File: config.mk
export PLATFORM = sky130hd
export DESIGN_NAME = sine_q30_cordic_gen
export DESIGN_NICKNAME = d
export VERILOG_FILES = /design/src/rtl/sine_q30_cordic_gen.sv
export SDC_FILE = /design/constraint.sdc
export NUM_CORES = 1
export LEC_CHECK = 0
export BUFFER_PORTS_ARGS = -buffer_cell sky130_fd_sc_hd__buf_2
export CAP_MARGIN = 0
export CORE_UTILIZATION = 35
export CTS_BUF_LIST = sky130_fd_sc_hd__clkbuf_2
export DETAILED_ROUTE_END_ITERATION = 10
export PLACE_DENSITY_LB_ADDON = 0.1
export SYNTH_ARGS = -nofsm -noshare
export SYNTH_HDL_FRONTEND = slang
export SYNTH_SLANG_ARGS = --single-unit
File: constraint.sdc
create_clock -name clk -period 7.8 [get_ports clk]
set_input_delay 0.78 -clock clk [delete_from_list [all_inputs] [get_ports clk]]
set_output_delay 0.78 -clock clk [all_outputs]
set_load 0.01 [all_outputs]
File: src/rtl/sine_q30_cordic_gen.sv
// Iterative CORDIC sine/cosine generator with a 32-bit phase accumulator.
// Each accepted request samples the accumulator, advances it by phase_inc,
// and runs ITER rotation iterations. The result is emitted as signed Q2.30
// sin_out/cos_out together with a one-cycle out_valid strobe.
//
// Ports:
//   clk        sole clock, rising edge
//   aresetn    asynchronous active-low reset
//   en         sample request, taken only while ready=1
//   phase_inc  accumulator step (2^-32 turn units)
//   phase_load synchronous accumulator load, any state
//   phase_init value loaded by phase_load
//   ready      high while IDLE
//   sin_out    Q2.30 sine of the captured phase
//   cos_out    Q2.30 cosine of the captured phase
//   out_valid  one-cycle strobe when sin_out/cos_out update
//
// state  | meaning
// IDLE   | waiting for en; accumulator advances on acceptance
// ROTATE | one CORDIC micro-rotation per cycle, ITER cycles
// DONE   | un-fold the quadrant, register outputs, pulse out_valid
module sine_q30_cordic_gen #(
  parameter int unsigned ITER = 24
) (
  input  logic        clk,
  input  logic        aresetn,
  input  logic        en,
  input  logic [31:0] phase_inc,
  input  logic        phase_load,
  input  logic [31:0] phase_init,
  output logic        ready,
  output logic [31:0] sin_out,
  output logic [31:0] cos_out,
  output logic        out_valid
);

  localparam logic [31:0] K_Q30     = 32'h26DD3B6A;
  localparam logic [4:0]  LAST_ITER = 5'(ITER - 1);

  typedef enum logic [1:0] {IDLE, ROTATE, DONE} state_t;

  state_t             state, state_nxt;
  logic [31:0]        phase_acc;
  logic signed [31:0] x_r, y_r, z_r;
  logic [4:0]         iter_r;
  logic               neg_r;

  logic               accept;
  logic               fold;
  logic signed [31:0] x_sh, y_sh, atan_i;

  // atan(2^-i) in 2^-32 turn units
  function automatic logic [31:0] atan_lut(input logic [4:0] idx);
    case (idx)
      5'd0:  atan_lut = 32'h20000000;
      5'd1:  atan_lut = 32'h12E4051E;
      5'd2:  atan_lut = 32'h09FB385B;
      5'd3:  atan_lut = 32'h051111D4;
      5'd4:  atan_lut = 32'h028B0D43;
      5'd5:  atan_lut = 32'h0145D7E1;
      5'd6:  atan_lut = 32'h00A2F61E;
      5'd7:  atan_lut = 32'h00517C55;
      5'd8:  atan_lut = 32'h0028BE53;
      5'd9:  atan_lut = 32'h00145F2F;
      5'd10: atan_lut = 32'h000A2F98;
      5'd11: atan_lut = 32'h000517CC;
      5'd12: atan_lut = 32'h00028BE6;
      5'd13: atan_lut = 32'h000145F3;
      5'd14: atan_lut = 32'h0000A2FA;
      5'd15: atan_lut = 32'h0000517D;
      5'd16: atan_lut = 32'h000028BE;
      5'd17: atan_lut = 32'h0000145F;
      5'd18: atan_lut = 32'h00000A30;
      5'd19: atan_lut = 32'h00000518;
      5'd20: atan_lut = 32'h0000028C;
      5'd21: atan_lut = 32'h00000146;
      5'd22: atan_lut = 32'h000000A3;
      5'd23: atan_lut = 32'h00000051;
      5'd24: atan_lut = 32'h00000029;
      5'd25: atan_lut = 32'h00000014;
      5'd26: atan_lut = 32'h0000000A;
      5'd27: atan_lut = 32'h00000005;
      5'd28: atan_lut = 32'h00000003;
      5'd29: atan_lut = 32'h00000001;
      default: atan_lut = 32'h00000000;
    endcase
  endfunction

  assign ready  = (state == IDLE);
  assign accept = (state == IDLE) && en;
  // Quadrants 1 and 2 are rotated by half a turn into [-pi/2, pi/2);
  // the result is negated again on the way out.
  assign fold   = phase_acc[31] ^ phase_acc[30];
  assign x_sh   = x_r >>> iter_r;
  assign y_sh   = y_r >>> iter_r;
  assign atan_i = $signed(atan_lut(iter_r));

  always_comb begin
    state_nxt = state;
    case (state)
      IDLE:    if (en) state_nxt = ROTATE;
      ROTATE:  if (iter_r == LAST_ITER) state_nxt = DONE;
      DONE:    state_nxt = IDLE;
      default: state_nxt = IDLE;
    endcase
  end

  always_ff @(posedge clk or negedge aresetn) begin
    if (!aresetn) state <= IDLE;
    else          state <= state_nxt;
  end

  // Load takes priority, but an acceptance in the same cycle has already
  // captured the old accumulator value in the datapath below.
  always_ff @(posedge clk or negedge aresetn) begin
    if (!aresetn)        phase_acc <= '0;
    else if (phase_load) phase_acc <= phase_init;
    else if (accept)     phase_acc <= phase_acc + phase_inc;
  end

  always_ff @(posedge clk or negedge aresetn) begin
    if (!aresetn) begin
      x_r    <= '0;
      y_r    <= '0;
      z_r    <= '0;
      iter_r <= '0;
      neg_r  <= 1'b0;
    end else begin
      case (state)
        IDLE: begin
          if (accept) begin
            x_r    <= $signed(K_Q30);
            y_r    <= '0;
            z_r    <= fold ? $signed(phase_acc - 32'h80000000) : $signed(phase_acc);
            neg_r  <= fold;
            iter_r <= '0;
          end
        end
        ROTATE: begin
          if (!z_r[31]) begin
            x_r <= x_r - y_sh;
            y_r <= y_r + x_sh;
            z_r <= z_r - atan_i;
          end else begin
            x_r <= x_r + y_sh;
            y_r <= y_r - x_sh;
            z_r <= z_r + atan_i;
          end
          iter_r <= iter_r + 5'd1;
        end
        default: ;
      endcase
    end
  end

  always_ff @(posedge clk or negedge aresetn) begin
    if (!aresetn) begin
      sin_out   <= '0;
      cos_out   <= '0;
      out_valid <= 1'b0;
    end else begin
      out_valid <= (state == DONE);
      if (state == DONE) begin
        sin_out <= neg_r ? -y_r : y_r;
        cos_out <= neg_r ? -x_r : x_r;
      end
    end
  end

endmodule

# --- Yosys cells after proc, flatten, opt, wreduce, memory -nomap -nowiden ---
# Memories as Yosys holds them, arrays and structs flattened.
# Index checks and enable logic that the tools add are counted.
totals:
  regBits: 201
  rom_bits: 960
  inputBits: 68
  out_inout_bits: 66
  wordCells: 57
  mem_count: 1
memory_table:
  columns: ["name", "words", "word_bits", "read_ports", "rd_ports_with_merged_regs", "write_ports", "line_no", "text"]
  rows:
  - ["(no name shown)", 32, 30, 1, 0, 0, "54", "case (idx)"]
classes:
  n_addsub: 11
  n_eq_ne: 6
  shifts: 2
  mux: 19
  bitwise: 1
  reduce_logical: 7
ops:
  columns: ["operator", "n"]
  rows:
  - ["2-to-1 mux 32 bit", 11]
  - ["one-hot mux 32 bit (2 select lines)", 3]
  - ["adder 32 bit", 4]
  - ["subtractor 32 bit", 3]
  - ["negation 32 bit", 2]
  - [">>> shifter 32 x 5 -> 32 bit", 2]
  - ["subtractor 32 bit, second input constant", 1]
  - ["one-hot mux 5 bit (2 select lines)", 1]
  - ["AND reduction 2 bit", 3]
  - ["adder 5 x 1 -> 5 bit, second input constant", 1]
  - ["equality test 5 bit, second input constant", 1]
  - ["2-to-1 mux 5 bit", 1]
  - ["2-to-1 mux 2 bit", 2]
  - ["!= test 2 bit, second input constant", 2]
  - ["one-hot mux 2 bit (2 select lines)", 1]
  - ["nonzero test 2 bit", 2]
  - ["equality test 2 x 1 -> 1 bit, second input constant", 1]
  - ["equality test 2 bit, second input constant", 1]
  - ["logical NOT 2 bit", 1]
  - ["!= test 2 x 1 -> 1 bit, second input constant", 1]
  - ["logical AND 1 bit", 1]
  - ["bitwise XOR 1 bit", 1]

# --- Logic depth before layout (Yosys ltp) ---
# Gate-level depths: netlist of the first run.
logic_depth:
  ltp_word: 4
  ltp_mapped: 32
  ltp_nobuf: 25

# --- Worst setup path before layout of the first run ---
# OpenSTA, ideal clock, no wires.
synth_timing:
  path_kind: "register -> register"
  startpoint: "reg iter_r[4]"
  endpoint: "reg z_r[30]"
  setup_ns: 0.124
  arrival_time_ns: 6.053
  required_time_ns: 7.676
  slack_ns: 1.624
  stages_incl_launch_ff: 31
  path_buffers: 10
  period_less_slack_ns: 6.176
  path_cell_list: "dfrtp_1 > buf_2 > clkbuf_1 > buf_2 > buf_2 > buf_1 > buf_2 > buf_1 > clkbuf_1 > clkbuf_1 > nand2_1 > nand2_1 > ha_1 > and3_1 > nand3_1 > nor4b_1 > or2_2 > clkbuf_1 > xnor2_1 > ha_1 > nand4_1 > nor2_1 > a21oi_1 > o2111ai_1 > a31oi_1 > or3_1 > a31oi_1 > a311o_1 > o31a_1 > nor3_1 > a211o_1"
synth_between:
  elab_chain_len: 4
  elab_cells_between_ends: 5
  classes_between: "add/sub (2); mux (2); memory (1)"
synth_rtl:
  columns: ["element", "line_no", "text"]
  rows:
  - ["from (decl)", "45", "logic [4:0] iter_r;"]
  - ["from (signal assigned)", "149", "iter_r <= iter_r + 5'd1;"]
  - ["memory (32 x 30 bit) (*)", null, null]
  - ["subtractor 32 bit or adder 32 bit (tied branches)", "143, 147", null]
  - ["2-to-1 mux 32 bit (*)", "140", "if (!z_r[31]) begin"]
  - ["one-hot mux 32 bit (2 select lines) (*)", "129", "case (state)"]
  - ["to (signal assigned)", "134", "z_r <= fold ? $signed(phase_acc - 32'h80000000) : $signed(phase_acc);"]
  - ["to (signal assigned)", "143", "z_r <= z_r - atan_i;"]
  - ["to (signal assigned)", "147", "z_r <= z_r + atan_i;"]
  - ["to (decl)", "44", "logic signed [31:0] x_r, y_r, z_r;"]
# Every way passes the cells marked *; elsewhere a longest branch is shown, timed or not.
# A chain may end at the register's enable or synchronous reset.

# --- Worst setup path after layout of the first run ---
layout_timing:
  startpoint: "reg iter_r[1]"
  endpoint: "reg y_r[31]"
layout_between:
  elab_chain_len: 4
  elab_cells_between_ends: 5
  classes_between: "add/sub (2); shift (1); mux (2)"
layout_rtl:
  columns: ["element", "line_no", "text"]
  rows:
  - [">>> shifter 32 x 5 -> 32 bit (*)", "94", "assign x_sh = x_r >>> iter_r;"]
  - ["adder 32 bit or subtractor 32 bit (tied branches)", "142, 146", null]
  - ["2-to-1 mux 32 bit (*)", "140", null]
  - ["one-hot mux 32 bit (2 select lines) (*)", "129", null]
  - ["to (signal assigned)", "142", "y_r <= y_r + x_sh;"]
  - ["to (signal assigned)", "146", "y_r <= y_r - x_sh;"]
  - ["to (decl)", "44", null]
# Marked as above.

==> metrics.txt, run 1 <==
1st-iter DRT viols 1627; critical-path maximum fanout 45; gpl congestion 0.987; Achievable Freq 0.135 GHz; antenna viol nets, final 0; share of post-route cells with drive strength above 1 0.158; vias per cell 5.86; final worst-path cycle share 0.953; headroom to the max-slew limit 0.360; I/O pins 134; Max Cap Viol 0; Setup Crit Path Kind flop to flop; CTS Root Cell clkbuf_2; Synthesized Nets 2983; status finished clean; FF+latch count, synth 201; Area growth syn-to-layout 9.77%; DRT Wirelength 85000 um; Filler cells 6752; initial antenna violation count 1; initial core utilization 0.354; TritonCTS sink count 201; die area 65900 sq um; final hold vios 0; Vias 22000; CTS tree yes; Synth top area share 0.221; number of port buffers 133; Layout Nets 3069; Critical Path AT 8.39 ns; Max Root-Sink Buffers 3; Synth area leader dfrtp_1; async set or reset register ratio after synthesis 1.00; Post-synth EDFFs 0; DRC 0; total congestion overflow 0; FF+latch area 5050 sq um; slowest stage cell on the critical path dfrtp_4; total core area 64200 sq um; post-CTS setup buffers 0; worst path cell trace mux4_2, a22o_1, a221oi_1, nand3b_1, or4b_4, nor2_1, and3_1, and2_1, nor4b_1, o32ai_1, a21oi_1, ha_1, and3_1, and2_1, or3_1, a31oi_1, o2111ai_1, a2111oi_0, buf_4, nor3b_1, or4_1, nand3_1; Worst Tran Pin Value 0.933 ns; largest cells by area after synthesis dfrtp_1 22%, ha_1 8.2%, mux4_2 7.6%; Setup TNS Final 0 ns; Worst-Skew Late Latency 1.06 ns; largest net degree at the start of global routing 106; clock skew 0.0767 ns; dominant synthesized flop cell dfrtp_1; Worst Path Required 8.76 ns; wire length of the first global-routing pass 130000 um; unrepaired setup endpoints after global routing false; YS warnings 0; die height 257 um; setup violators final 0; crit path launch type flop; vias in the first global route 21400; H-tree depth 2; synthesized cell area 22700 sq um; syn_area_per_cell 8.22 sq um; WL/cell 22.7 um; CP endpoint kind flop; chip width 257 um; hold_buf cts 33; unique cell type count in the Yosys netlist 92; register area share after synthesis 0.221; CTS clk-pin slew, worst paths 0.10 ns; Syn Inst Count 2762; Min Clock Period, post-route 7.43 ns; Slowest Stage Delay on Critical Path 0.92 ns; HP Class primary input to flop; cts bufs inserted 61; Post-DP HPWL 63300 um; max-slew violations 0; Pre-antenna DRT Iters 6; CTS-repair resized insts 0; Site Rows 93; total track usage 0.254; Multi-input gate area 16500 sq um
## cell usage in the layout (no fill, tap or decap), types with 60 or more instances in the layout
cell      instances
xnor2_1         111
dfrtp_1         194
o21ai_0         238
ha_1            149
nand2_1         309
nor2_1          182
nand3_1          64
mux2i_1          71
clkbuf_2         92
a21o_1           60
buf_4            70
mux4_2           77
buf_2           132
xor2_1          134
a21oi_1         205
## routing by layer
layer,track usage,wire [um],vias to the layer above
met3,0.0388,5490,175
met2,0.421,39500,846
met5,0,0,-
li1,-,-,10400
met1,0.326,36400,10600
met4,0.107,3630,0
## registers in the layout, summed over array words and instances, names as in the netlist
| name | flops |
|---|---|
| cos_out | 32 |
| iter_r | 5 |
| neg_r | 1 |
| out_valid | 1 |
| phase_acc | 32 |
| sin_out | 32 |
| state | 2 |
| x_r | 32 |
| y_r | 32 |
| z_r | 32 |
## logic make-up (layout without fill, tap and decap cells)
logic type               Yosys count  in the layout  synth area share
multiplexers                     175            175             0.123
other                              0              2                 0
XOR/XNOR                         245            245            0.0945
adder cells (fa/ha/maj)          153            153            0.0856
buffers and inverters            271            401            0.0535
AND/OR/NAND/NOR                  854            854             0.181
AO/OA/AOI/OAI                    863            863             0.241
flip-flops                       201            201             0.221
## through the flow
| step | area, sq um | hold WS, ns | worst slack, ns | util | cells |
|---|---|---|---|---|---|
| 2_1_floorplan | 22700 | 0.469 | 1.62 | - | 2762 |
| 3_3_place_gp | 24100 | 0.459 | 0.784 | 0.375 | 3607 |
| 3_5_place_dp | 24100 | 0.465 | 0.569 | 0.375 | 3607 |
| 4_1_cts | 24900 | 0.0443 | 0.508 | 0.388 | 3747 |
| 5_1_grt | 24900 | 0.122 | 0.0950 | 0.388 | 3749 |
| 6_report | 24900 | 0.187 | 0.365 | 0.388 | 3749 |
## Yosys cell counts (all sizes together), types with 6 or more instances
library cell  number
or2               17
o22ai             22
inv               53
nor3b             12
a211oi            20
nor3              58
o41ai             12
xor2             134
mux2              24
a31o               8
and3              32
o21ai            241
o31ai             38
ha               149
nand2b            47
or3               23
mux2i             71
nor2             184
xnor2            111
nand3             64
a21o              60
a21oi            205
a31oi             49
nand2            310
dfrtp            201
a22o               9
mux4              80
o221ai            13
nor4               7
or4               11
o21bai            16
nand4              8
o211ai            18
o22a               6
and2              26
a211o             14
a21boi             7
clkbuf           141
o21a              34
nor2b             28
a22oi             26
buf               74
## final timing paths
| kind | endpoint | depth (start not counted) | start | slack [ns] |
|---|---|---|---|---|
| max | y_r[31] | 22 | iter_r[1] | 0.37 |
| min | phase_acc[0] | 4 | phase_inc[0] | 0.19 |
| max reg2reg | y_r[31] | 22 | iter_r[1] | 0.37 |
| min reg2reg | sin_out[19] | 2 | sin_out[19] | 0.48 |
| max in group asynchronous | iter_r[1] | 4 | aresetn | 5.93 |
| min in group asynchronous | sin_out[16] | 2 | aresetn | 0.34 |
## cell type report
type	count	area share
antenna	2	0.000201
tap	855	0.0429
timing repair buffer	238	0.0630
clock buffer	92	0.0185
sequential	201	0.202
clock inverter	15	0.00246
inverter	56	0.00843
multi-input combinational	2290	0.662
## worst max-delay path: cells and delay by family, from the launching register on
family | cells | cell delay, ns
buffers and inverters | 1 | 0.18
AND/OR/NAND/NOR | 12 | 3.25
AO/OA/AOI/OAI | 7 | 2.11
adder cells (fa/ha/maj) | 1 | 0.28
flip-flops | 1 | 0.92
multiplexers | 1 | 0.61
Power of run 1 is not shown: default switching activity piles up to over one toggle a cycle in this logic, so the estimate is an artifact.
==> run 2: changes to the inputs <==
--- a/config.mk
+++ b/config.mk
@@ -5,6 +5,7 @@
 export SDC_FILE = /design/constraint.sdc
 export NUM_CORES = 1
 export LEC_CHECK = 0
+export ABC_AREA = 1
 export BUFFER_PORTS_ARGS = -buffer_cell sky130_fd_sc_hd__buf_2
 export CAP_MARGIN = 0
 export CORE_UTILIZATION = 35
==> run 2 against run 1 <==
Effect of this change: design area decreased by 1.6%; routed wire length is 2.8% lower; critical path type unchanged; synthesized cell count grew 29%; synthesized area shrank 1.7%; non-clock buffer count fell by 39; worst hold slack lost 0.078 ns; first-iteration DRC count grew 8.8%; count of clock-buffer cells in the layout down 4.
==> metrics.txt, run 2 <==
number of port buffers 133 (unchanged); Met1 Wirelength 37000 um (was 36400 um); Synthesized Nets 3790 (was 2983); largest cells by area after synthesis dfrtp_1 23%, nand2_1 17%, nand3_1 8.4% (was dfrtp_1 22%, ha_1 8.2%, mux4_2 7.6%); chip width 255 um (was 257 um); total track usage 0.255 (was 0.254); Post-synth EDFFs 0 (unchanged); share of post-route cells with drive strength above 1 0.0942 (was 0.158); Post-DP HPWL 62700 um (was 63300 um); Setup Crit Path Kind flop to flop (unchanged); hold_buf cts 33 (unchanged); die area 64800 sq um (was 65900 sq um); cts bufs inserted 60 (was 61); critical-path maximum fanout 40 (was 45); largest net degree at the start of global routing 95 (was 106); pre-CTS setup slack 2.00 ns (was 0.569 ns); Post-Synth Simple-Gate Area 0.346 (was 0.181); most common cell in the netlist nand2_1 (unchanged); crit path launch type flop (unchanged); Critical Path AT 6.72 ns (was 8.39 ns); Hold WS 0.109 ns (was 0.187 ns); Post-Synth Adder-Cell Area 0.0871 (was 0.0856); FF+latch count, synth 201 (unchanged); Vias 24000 (was 22000); 1st-iter DRT viols 1770 (was 1627); commonest non-fill, non-tap cell in the layout nand2_1 (unchanged); commonest cells after routing, fill and taps aside 1026 x nand2_1, 376 x nand3_1, 334 x inv_1, 282 x o21ai_0, 271 x nor2_1 (was 309 x nand2_1, 238 x o21ai_0, 205 x a21oi_1, 194 x dfrtp_1, 182 x nor2_1); status finished clean (unchanged); initial antenna violation count 2 (was 1); unique cell type count in the Yosys netlist 58 (was 92); Min Clock Period, post-route 5.83 ns (was 7.43 ns); Setup TNS Final 0 ns (unchanged); DRC 0 (unchanged); compound-cell area share of the yosys netlist 0.176 (was 0.241); initial core utilization 0.354 (about the same); routed wl met3 4020 um (was 5490 um); uppermost layer routed met4 (unchanged); unrepaired setup endpoints after global routing false (unchanged); Max Cap Viol 0 (unchanged); total core area 63100 sq um (was 64200 sq um); most instantiated cells after synthesis 1027 x nand2_1, 376 x nand3_1, 335 x inv_1 (was 310 x nand2_1, 238 x o21ai_0, 205 x a21oi_1); synthesized cell area 22300 sq um (was 22700 sq um); YS warnings 0 (unchanged); Site Rows 92 (was 93); Layout Nets 3908 (was 3069); Worst Path Required 8.70 ns (was 8.76 ns); final worst-path cycle share 0.747 (was 0.953); Synth area leader dfrtp_1 (unchanged); Max Root-Sink Buffers 3 (unchanged); headroom to the max-slew limit 0.357 (was 0.360); CTS-repair resized insts 0 (unchanged); vias per cell 5.25 (was 5.86); Area growth syn-to-layout 9.94% (was 9.77%); final hold vios 0 (unchanged); register area share after synthesis 0.225 (was 0.221); FF-to-FF setup slack 1.97 ns (was 0.37 ns); largest family of logic cells by synthesized area simple AND/OR/NAND/NOR gates (was compound AO/OA/AOI/OAI gates); vias in the first global route 23300 (was 21400); DRT Wirelength 82600 um (was 85000 um); Worst Tran Pin Value 0.964 ns (was 0.933 ns); H-tree depth 2 (unchanged); Post-Layout Cell Count 4576 (was 3749); CTS tree yes (unchanged); xor/xnor share of the synthesized area 0.0734 (was 0.0945); setup violators final 0 (unchanged); die height 255 um (was 257 um); gpl congestion 0.934 (was 0.987); Synth top area share 0.225 (was 0.221); WL/cell 18.0 um (was 22.7 um); antenna viol nets, final 0 (unchanged); Achievable Freq 0.172 GHz (was 0.135 GHz); wire length of the first global-routing pass 130000 um (about the same); TritonCTS sink count 201 (unchanged); Syn Inst Count 3569 (was 2762); syn_area_per_cell 6.25 sq um (was 8.22 sq um); Pre-antenna DRT Iters 7 (was 6); CP endpoint kind flop (unchanged); async set or reset register ratio after synthesis 1.00 (unchanged); I/O pins 134 (unchanged); post-CTS setup buffers 0 (unchanged); total congestion overflow 0 (unchanged); HP Class primary input to flop (unchanged); final worst setup slack 1.97 ns (was 0.365 ns); dominant synthesized flop cell dfrtp_1 (unchanged); Worst-Skew Late Latency 1.09 ns (was 1.06 ns); metal2 WL 39400 um (was 39500 um); CTS clk-pin slew, worst paths 0.10 ns (about the same); max-slew violations 0 (unchanged); CTS Root Cell clkbuf_2 (unchanged); clock skew 0.0873 ns (was 0.0767 ns); Cells after DPL 4438 (was 3607); post-synthesis mux area share 0 (was 0.123)
==> run 2: cells by family after synthesis <==
group	after synthesis
XOR/XNOR	187
buffers and inverters	511
AND/OR/NAND/NOR	1822
AO/OA/AOI/OAI	695
flip-flops	201
adder cells (fa/ha/maj)	153
==> run 2: area by class of cell <==
| cell class | count | area (sq um) |
|---|---|---|
| Fill cell | 7158 | 38500 |
| Multi-Input combinational cell | 2857 | 15300 |
| Sequential cell | 201 | 5030 |
| Inverter | 368 | 1380 |
| Timing Repair Buffer | 199 | 1270 |
| Tap cell | 846 | 1060 |
| Clock buffer | 88 | 440 |
| Clock inverter | 13 | 80.1 |
| Antenna cell | 4 | 10.0 |
==> run 2: layer usage <==
layer  track usage  vias to the layer above
met5             0                        -
met4        0.0761                        0
met3        0.0310                      142
met2         0.441                      660
met1         0.331                    11100
li1              -                    12100
==> run 2: worst max-delay path: stages, from the launching register on <==
cell	delay (ns)
dfrtp_2	0.57
inv_2	0.39
buf_4	0.50
nand2_1	0.25
nand3_2	0.19
o21ai_0	0.11
o21bai_1	0.23
inv_1	0.11
ha_1	0.17
nand4_1	0.12
nand2b_4	0.19
nor2_2	0.20
nand2_1	0.12
o21ai_2	0.30
xor2_1	0.13
ha_1	0.38
nand2_1	0.13
nor4_1	0.55
nand3b_1	0.15
nand3_1	0.19
nand2_1	0.08
o211ai_1	0.16
a21boi_0	0.17
nand2_1	0.09
nand2_1	0.04
nor2_1	0.09
o21ai_0	0.07
==> run 2: path summary, 6_finish.rpt <==
check,to,startpoint,cells after the start
worst max-delay path,z_r[28],iter_r[2],26
worst min-delay path,phase_acc[0],phase_inc[0],4
worst max register to register,z_r[28],iter_r[2],26
worst min register to register,cos_out[16],cos_out[16],2
max in group asynchronous,z_r[29],aresetn,3
min in group asynchronous,cos_out[19],aresetn,2
==> run 2: per-stage QoR <==
step | area [sq um] | utilization
finish | 24500 | 0.389
global route | 24500 | 0.389
CTS | 24500 | 0.389
detailed placement | 23700 | 0.375
global placement | 23700 | 0.375
floorplan | 22300 | -
Power of run 2 is left out for the same reason.
